### config.mk
export PLATFORM = sky130hd
export DESIGN_NAME = codificador_de_instrucciones
export DESIGN_NICKNAME = d
export VERILOG_FILES = /design/src/rtl/codificador_de_instrucciones_pkg.sv /design/src/rtl/codificador_de_instrucciones_instr_pack.sv /design/src/rtl/codificador_de_instrucciones.sv
export SDC_FILE = /design/constraint.sdc
export NUM_CORES = 1
export LEC_CHECK = 0
export CAP_MARGIN = 20
export CORE_MARGIN = 4
export CORE_UTILIZATION = 40
export CTS_CLUSTER_SIZE = 30
export DETAILED_ROUTE_END_ITERATION = 8
export PLACE_DENSITY = 0.86
export SYNTH_ARGS = -nofsm -noshare
export SYNTH_HDL_FRONTEND = slang
export SYNTH_SLANG_ARGS = --single-unit
### constraint.sdc
create_clock -name clk -period 1.4 [get_ports clk]
set_input_delay 0.28 -clock clk [delete_from_list [all_inputs] [get_ports clk]]
set_output_delay 0.28 -clock clk [all_outputs]
set_load 0.02 [all_outputs]
### src/rtl/codificador_de_instrucciones_pkg.sv
// Shared constants for the instruction encoder: opcodes, FSM encoding and
// the bit positions of the fields inside the 9-bit program word.
package codificador_de_instrucciones_pkg;

    // Opcodes (3 bits)
    localparam logic [2:0] OP_LOAD_IMM  = 3'b000;
    localparam logic [2:0] OP_LOAD_REG  = 3'b001;
    localparam logic [2:0] OP_STORE_IMM = 3'b010;
    localparam logic [2:0] OP_STORE_REG = 3'b011;
    localparam logic [2:0] OP_MOVE      = 3'b100;
    localparam logic [2:0] OP_MATH      = 3'b101;
    localparam logic [2:0] OP_JUMP      = 3'b110;
    localparam logic [2:0] OP_NOP       = 3'b111;

    // Encoder FSM states
    localparam logic [1:0] ST_IDLE   = 2'd0;
    localparam logic [1:0] ST_ACCEPT = 2'd1;
    localparam logic [1:0] ST_WRITE  = 2'd2;
    localparam logic [1:0] ST_FINISH = 2'd3;

    // Program word layout: {arg, rx, op}
    localparam int WORD_W  = 9;
    localparam int OP_LSB  = 0;
    localparam int OP_MSB  = 2;
    localparam int RX_LSB  = 3;
    localparam int RX_MSB  = 5;
    localparam int ARG_LSB = 6;
    localparam int ARG_MSB = 8;

endpackage

### src/rtl/codificador_de_instrucciones_instr_pack.sv
// Combinational field packer; NOP words are canonicalised so that the
// rx/arg fields are always zero regardless of what the source presented.
module instr_pack
    import codificador_de_instrucciones_pkg::*;
(
    input  logic [2:0]        op,
    input  logic [2:0]        rx,
    input  logic [2:0]        arg,
    output logic [WORD_W-1:0] word
);

    // Pack fields into their word slots, blanking operands for NOP
    always_comb begin
        word                 = '0;
        word[OP_MSB:OP_LSB]  = op;
        if (op != OP_NOP) begin
            word[RX_MSB:RX_LSB]   = rx;
            word[ARG_MSB:ARG_LSB] = arg;
        end
    end

endmodule

### src/rtl/codificador_de_instrucciones.sv
// Instruction encoder: accepts instruction fields over a valid/ready
// handshake, packs them into 9-bit words and writes them to consecutive
// program-memory addresses starting at base_addr. A session ends on the
// instruction flagged last, or with err if the address space runs out.
module codificador_de_instrucciones
    import codificador_de_instrucciones_pkg::*;
#(
    parameter int ADDR_W = 8
) (
    input  logic              clk,
    input  logic              rst_n,
    input  logic              start,
    input  logic [ADDR_W-1:0] base_addr,
    input  logic              in_valid,
    output logic              in_ready,
    input  logic [2:0]        in_op,
    input  logic [2:0]        in_rx,
    input  logic [2:0]        in_arg,
    input  logic              in_last,
    output logic              mem_we,
    output logic [ADDR_W-1:0] mem_addr,
    output logic [WORD_W-1:0] mem_wdata,
    output logic              busy,
    output logic              done,
    output logic              err,
    output logic [ADDR_W:0]   count
);

    logic [1:0]        state_q, state_d;
    logic [ADDR_W-1:0] addr_q,  addr_d;
    logic [ADDR_W:0]   count_q, count_d;
    logic [WORD_W-1:0] word_q,  word_d;
    logic              last_q,  last_d;
    logic              err_q,   err_d;
    logic [WORD_W-1:0] packed_word;

    instr_pack u_pack (
        .op   (in_op),
        .rx   (in_rx),
        .arg  (in_arg),
        .word (packed_word)
    );

    // Next-state and datapath updates for the session FSM
    always_comb begin
        state_d = state_q;
        addr_d  = addr_q;
        count_d = count_q;
        word_d  = word_q;
        last_d  = last_q;
        err_d   = err_q;
        case (state_q)
            ST_IDLE: begin
                if (start) begin
                    addr_d  = base_addr;
                    count_d = '0;
                    err_d   = 1'b0;
                    state_d = ST_ACCEPT;
                end
            end
            ST_ACCEPT: begin
                if (in_valid) begin
                    word_d  = packed_word;
                    last_d  = in_last;
                    state_d = ST_WRITE;
                end
            end
            ST_WRITE: begin
                count_d = count_q + (ADDR_W+1)'(1);
                if (last_q) begin
                    state_d = ST_FINISH;
                end else if (addr_q == '1) begin
                    // Out of address space: abort rather than wrap to 0
                    err_d   = 1'b1;
                    state_d = ST_IDLE;
                end else begin
                    addr_d  = addr_q + ADDR_W'(1);
                    state_d = ST_ACCEPT;
                end
            end
            ST_FINISH: state_d = ST_IDLE;
            default:   state_d = ST_IDLE;
        endcase
    end

    // State registers; async reset clears everything, aborting any session
    always_ff @(posedge clk or negedge rst_n) begin
        if (!rst_n) begin
            state_q <= ST_IDLE;
            addr_q  <= '0;
            count_q <= '0;
            word_q  <= '0;
            last_q  <= 1'b0;
            err_q   <= 1'b0;
        end else begin
            state_q <= state_d;
            addr_q  <= addr_d;
            count_q <= count_d;
            word_q  <= word_d;
            last_q  <= last_d;
            err_q   <= err_d;
        end
    end

    // Outputs decode directly from flops so reset takes effect at once
    assign in_ready  = (state_q == ST_ACCEPT);
    assign mem_we    = (state_q == ST_WRITE);
    assign busy      = (state_q != ST_IDLE);
    assign done      = (state_q == ST_FINISH);
    assign err       = err_q;
    assign mem_addr  = addr_q;
    assign mem_wdata = word_q;
    assign count     = count_q;

endmodule

# After elaboration in Yosys (flattened, before gate mapping)
# Cells that the tools add are included.
# op_classes
n_addsub	2
n_eq_ne	10
mux	16
n_reduce_logical	8
# ops
cell	count
8-bit 2-to-1 mux	3
9-bit one-hot mux with 2 select lines	1
8-bit one-hot mux with 2 select lines	1
9-bit by 1-bit adder with 9-bit output, second input constant	1
9-bit 2-to-1 mux	1
8-bit by 1-bit adder with 8-bit output, second input constant	1
8-bit equality test, second input constant	1
2-bit != test, second input constant	4
2-bit one-hot mux with 4 select lines	1
4-bit AND reduction	2
2-bit 2-to-1 mux	3
6-bit 2-to-1 mux	1
2-bit AND reduction	3
2-bit equality test, second input constant	2
1-bit 2-to-1 mux	4
2-bit nonzero test	2
3-bit != test, second input constant	1
2-bit by 1-bit equality test with 1-bit output, second input constant	1
2-bit logical NOT	1
2-bit by 1-bit != test with 1-bit output, second input constant	1
1-bit one-hot mux with 2 select lines	1
# word_totals
reg_bits	30
inputBits	22
out_inout_bits	31
elab_cells	42

# Depth between registers and ports, before layout
# Gate-level depths: netlist of the first run.
# depth
word_depth	4
mapped_depth	6
depth_no_buf	5

# Modules after synthesis
# From an unflattened synthesis of the first run, not the netlist that was laid out.
# hier_totals
hier_cells	150
hier_area_um2	1535.2
# by_module_without_submodules
mod	n_inst	cells_per_inst	area_each_um2	seq_area_each_um2
codificador_de_instrucciones	1	140	1465.2	750.7
instr_pack	1	10	70.1	0.0

# Worst setup path after synthesis of the first run
# No wires, ideal clock.
# synth_path
path_kind	register to register
start	reg addr_q[0] (netlist: mem_addr[0])
end	reg addr_q[5] (netlist: mem_addr[5])
setup_time_ps	132
t_arrival_ps	1414
required_ps	1268
path_slack_ps	-146
stages_incl_launch_ff	6
path_buffers	0
synth_period_minus_slack_ps	1546
path_cell_list	dfrtp_1 > ha_1 > nand3_1 > o21ai_4 > and2_4 > o21ai_1
# synth_between
elab_chain_cells	4
word_cells_on_any_way	7
cone_classes	add/sub (1); eq/ne (2); mux (3); reduce/logical (1)
# synth_lines
element	line	text
start, declared	codificador_de_instrucciones.sv:30	logic [ADDR_W-1:0] addr_q, addr_d;
start signal, assigned	codificador_de_instrucciones.sv:97	addr_q <= addr_d;
8-bit by 1-bit adder with 8-bit output	codificador_de_instrucciones.sv:77	addr_d = addr_q + ADDR_W'(1);
8-bit 2-to-1 mux	codificador_de_instrucciones.sv:72	end else if (addr_q == '1) begin
8-bit 2-to-1 mux	codificador_de_instrucciones.sv:70	if (last_q) begin
8-bit one-hot mux with 2 select lines	codificador_de_instrucciones.sv:52	case (state_q)
# Parallel ways exist; a longest one is shown, timed or not. The select of a mux whose other input is x is not followed.
# A chain may end at the register's enable or synchronous reset.

# Final worst setup path of the first run
# layout_path
start	reg state_q[1]
end	out busy
# layout_between
elab_chain_cells	1
# layout_lines
element	line	text
start, declared	codificador_de_instrucciones.sv:29	logic [1:0] state_q, state_d;
start signal, assigned	codificador_de_instrucciones.sv:96	state_q <= state_d;
2-bit nonzero test	codificador_de_instrucciones.sv:108	assign busy = (state_q != ST_IDLE);
end, declared	codificador_de_instrucciones.sv:23	output logic busy,
# Every way passes these cells.

==> metrics, run 1 <==
# setup viols final 15; Final Hold Slack 0.358 ns; Post-synth top flop dfrtp_1; most frequent cells in the layout dlygate4sd2_1 (26), buf_4 (26), dfrtp_1 (23), clkdlybuf4s50_1 (21), nand2_1 (10); Worst Setup End Kind primary output; period utilisation layout 107%; Die H 69.2 um; layout cells sized above 1 36.1%; std cell rows 21; hpwl dp 3160 um; drc violations 0; run status finished with violations; crit-path max FO 4; die area 4780 um2; Crit Path Class flop to primary output; average size of a mapped cell 11.4 um2; RSZ-0062 raised after global routing yes; global route overflow 0; DRT iter0 DRCs 123; Critical R2R Launch state_q[1]; Final Critical Period 1.50 ns; post-synthesis sequential area ratio 50.2%; area of the multi-input gates 812 um2; max_cap viols 0; area delta synth->final 66.3%; Worst Reg-to-Reg Cells 5; Synth Net Count 155; Routed Antenna Nets 0; post-route setup slack -0.102 ns; EDFF count, synth 0; Buffers on Ports 52; final wirelength 5060 um; Core ar. 3470 um2; Synth Instances 131; fin nets 243; Worst Hold Class primary input to async pin; R2R Path End mem_addr[2]; Via density 5.72; actual slew at the worst max-slew pin 0.378 ns; clock tree buffer depth 2; Register Area 759 um2; Slew HR 74.8%; Inserted Diodes 0; FMAX 666 MHz; fillers 244; Hold Vio Cnt, Final 0; Initial Util 43.1%; Placer Congestion 0.872; total clock sinks 30; r2r setup slk -0.08 ns; Max rail drop VDD 0.947 mV; first-pass GRT wire length 7380 um; pre-CTS setup slack -0.190 ns; Pwr Density 2150 nW/um2; #FFs+latches synth 30; drt wl/cell 19.1 um; clock-pin slew on the worst setup and hold paths 0.06 ns; CTS tree yes; CTS root buffer clkbuf_8; Mapped Area 1500 um2; Clk Latency, worst-skew pair 0.28 ns; Total GRT Usage 19.0%; CP arrival 1.22 ns; largest net degree at the start of global routing 31; Synth Warn # 0; initial antenna violation count 0; final setup TNS -0.604 ns; Lkg Pwr 1.14 nW; CP startpoint kind flop; clock skew 0.00601 ns; vias in the first global route 1493; violated checks setup timing; Synth async-reset ratio 100%; Critical Path RT 1.12 ns; hold_buf cts 0; H-tree depth 2; die width 69.2 um; vias 1517; io pins 53; Slew Viols, Final 0; First-pass DRT Iterations 4; CTS Buf Count 5; Yosys cell types 40
## sequential cells by signal, summed over array words and instances (netlist names)
register / count
count: 9
mem_wdata: 9
mem_addr: 8
state_q: 2
err: 1
last_q: 1
## where the power goes
part	total (mW)	switching [mW]	internal (mW)
sequential	1.61	0.399	1.21
combinational	3.06	1.59	1.48
clock	0.687	0.299	0.389
total	5.36	2.28	3.07
## Yosys cell counts, types with 2 or more instances
master	n	area share, %
dfrtp_1	30	50
nor2_1	5	1.3
ha_1	2	1.7
mux2_2	2	1.5
o31ai_1	4	2.0
a22o_1	9	5.3
nand3_1	9	3.0
a21oi_1	5	1.7
o21ai_1	6	2.0
mux2_4	3	3.0
nor3_1	2	0.67
inv_1	2	0.50
buf_6	3	2.3
o311ai_1	2	1.2
nor4_1	2	0.84
nand2_1	11	2.8
o211ai_1	6	3.0
o21ai_0	4	1.3
a221oi_1	2	1.2
nand4_1	2	0.84
## kinds of logic (layout without fill, tap and decap cells)
logic type / count (synthesis) / count (layout) / share of synthesized area (%)
simple gates: 41 / 41 / 16.3
fa+ha+maj: 2 / 2 / 1.67
mux: 7 / 7 / 5.94
compound gates: 44 / 45 / 22.2
buf+inv: 7 / 94 / 3.68
flops: 30 / 30 / 50.2
## cell type report
type,count,area share (%)
Clock buffer,7,3.47
Inverter,3,0.654
Multi-Input combinational cell,95,32.6
Sequential cell,30,30.5
Tap cell,46,2.31
Timing Repair Buffer,84,30.4
## per-layer routing
metal	vias up	track usage (%)	part of all wire (%)
li1	682	-	-
met1	758	22.3	37
met2	60	33.8	54
met3	17	2.76	4.7
met4	0	9.11	4.2
met5	-	0	0
## worst max-delay path, stage by stage, from the launching register on
cell,delay [ns]
dfrtp_2,0.44
buf_4,0.16
nor2_4,0.13
inv_1,0.06
buf_2,0.15
## what timing repair did
| item | 4_1_cts | 5_1_grt |
|---|---|---|
| buffers inserted | 6 | 4 |
| pin swaps | 6 | 10 |
| gates cloned | 1 | 0 |
| endpoints found under the setup margin | 53 | 31 |
| resized for setup | 59 | 19 |
## worst max-delay path by stage
stage                      from          end  slack [ns]  depth (start not counted)
floorplan           mem_addr[0]  mem_addr[5]       0.009                          5
global placement     state_q[1]     in_ready       -0.16                          2
detailed placement   state_q[1]     in_ready       -0.19                          2
CTS                  state_q[0]  mem_addr[5]       -0.07                          5
global route        mem_addr[6]   state_q[0]       -0.15                          4
finish               state_q[1]         busy       -0.10                          4
## stage by stage
| stage | area (um2) | cells | power (mW) | util, % |
|---|---|---|---|---|
| after floorplan | 1520 | 131 | 2.94 | - |
| after CTS | 2390 | 261 | 4.98 | 69.0 |
| final | 2490 | 265 | 5.36 | 71.8 |
| after global placement | 2240 | 247 | 4.12 | 64.5 |
| after detailed placement | 2240 | 247 | 4.23 | 64.5 |
| after global routing | 2490 | 265 | 5.61 | 71.8 |
Note: power is estimated with default switching activity, not from simulation.
==> run 2, diff against run 1 <==
SKIP_LAST_GASP = 1   (was not set)
==> run 2 against run 1 <==
Compared with the run above:
- first-iteration DRC count fell by 19%
- sequential share of layout area rose by 0.19 points
- clock power rose by 0.6%
- sequential power barely moved
- largest cell class unchanged
- largest power group unchanged
- wire length fell by 1.8%
- the flow still finishes with violations (setup timing)
- fmax fell by 1.6%
- clock-buffer cell count did not move
- non-clock buffer count fell by 2
==> metrics, run 2 (same netlist as run 1, synthesis figures left out) <==
run status finished with violations; violated checks setup timing; R2R Path End mem_addr[4]; most frequent cells in the layout dlygate4sd2_1 (26), buf_4 (24), dfrtp_1 (22), clkdlybuf4s50_1 (21), nand2_1 (10); fin nets 241; die width 69.2 um; Pwr Density 2130 nW/um2; clock tree buffer depth 2; vias 1492; H-tree depth 2; initial antenna violation count 0; post-route setup slack -0.126 ns; vias in the first global route 1537; CTS tree yes; io pins 53; non-filler cells, final 263; layout cells sized above 1 36.4%; First-pass DRT Iterations 4; Critical R2R Launch state_q[0]; fin util 71.4%; global route overflow 0; Final Critical Period 1.53 ns; final wirelength 4970 um; CTS root buffer clkbuf_8; die area 4780 um2; FMAX 655 MHz; Placed Instances 247; DRT iter0 DRCs 100; CTS Buf Count 5; Clk Latency, worst-skew pair 0.28 ns; clock-pin slew on the worst setup and hold paths 0.06 ns; crit-path max FO 4; clock skew 0.00659 ns; Crit Path Class flop to primary output; actual slew at the worst max-slew pin 0.350 ns; Final Hold Slack 0.360 ns; drc violations 0; Hold Vio Cnt, Final 0; Slew Viols, Final 0; period utilisation layout 109%; leading cell type in the layout, fill and taps excluded dlygate4sd2_1; std cell rows 21; Final Power 5.27 mW; CP startpoint kind flop; RSZ-0062 raised after global routing yes; Worst Hold Class primary input to async pin; Buffers on Ports 52; Total GRT Usage 19.7%; Via density 5.67; # setup viols final 9; Slew HR 76.5%; area delta synth->final 65.6%; Max rail drop VDD 1.07 mV; r2r setup slk -0.07 ns; Critical Path RT 1.12 ns; max_cap viols 0; largest net degree at the start of global routing 31; Worst Reg-to-Reg Cells 6; Worst Setup End Kind primary output; Inserted Diodes 0; Core ar. 3470 um2; Routed Antenna Nets 0; drt wl/cell 18.9 um; total clock sinks 30; Die H 69.2 um; Placer Congestion 0.872; CP arrival 1.25 ns; first-pass GRT wire length 7640 um; hpwl dp 3160 um; Initial Util 43.1%; Lkg Pwr 1.13 nW
-- run 2: cell count changes in the layout (fill, tap and decap cells not counted), sizes merged --
cell  previous run  this run
buf             36        34
-- run 2: metrics by stage --
stage	instance area, um2	TNS (ns)	setup WS, ns
finish	2480	-0.514	-0.126
global route	2480	-1.22	-0.163
CTS	2400	-0.803	-0.198
detailed placement	2240	-2.04	-0.190
global placement	2240	-1.09	-0.161
floorplan	1520	0	0.00921
-- run 2: report_power, final --
| group | switching, mW | leakage (nW) | internal [mW] | total [mW] |
|---|---|---|---|---|
| Sequential | 0.371 | 0.373 | 1.21 | 1.58 |
| Combinational | 1.58 | 0.711 | 1.42 | 3.00 |
| Clock | 0.302 | 0.0443 | 0.389 | 0.691 |
| Total | 2.25 | 1.13 | 3.02 | 5.27 |
-- run 2: final cells by class --
class | count | area (um2)
fillers | 245 | 991
multi-input cells | 95 | 818
flip-flops and latches | 30 | 761
repair buffers | 82 | 738
clock buffers | 7 | 86.3
well taps | 46 | 57.6
inverters | 3 | 16.3
-- run 2: worst max-delay path by stage --
stage / from / end / cells past startpoint
2_1_floorplan: mem_addr[0] / mem_addr[5] / 5
3_3_place_gp: state_q[1] / in_ready / 2
3_5_place_dp: state_q[1] / in_ready / 2
4_1_cts: state_q[0] / in_ready / 3
5_1_grt: state_q[1] / busy / 4
6_report: state_q[1] / busy / 4
-- run 2: repair_timing --
item                       CTS  global route
setup endpoints to repair   53            35
resized for setup           50            29
pin swaps                    6            14
setup buffers                6             2
cloned                       1             0
hold buffers                 0             0
-- run 2: worst max-delay path, stage by stage (launching register included) --
cell	delay [ns]
dfrtp_2	0.43
buf_4	0.16
nor2_4	0.15
inv_1	0.06
buf_2	0.15
-- run 2: routing by layer --
metal	vias up	GRT usage, %	routed length, um
met5	-	0	0
met4	0	9.98	176
met3	19	2.91	256
met2	72	35.2	2700
met1	729	22.8	1830
li1	672	-	-
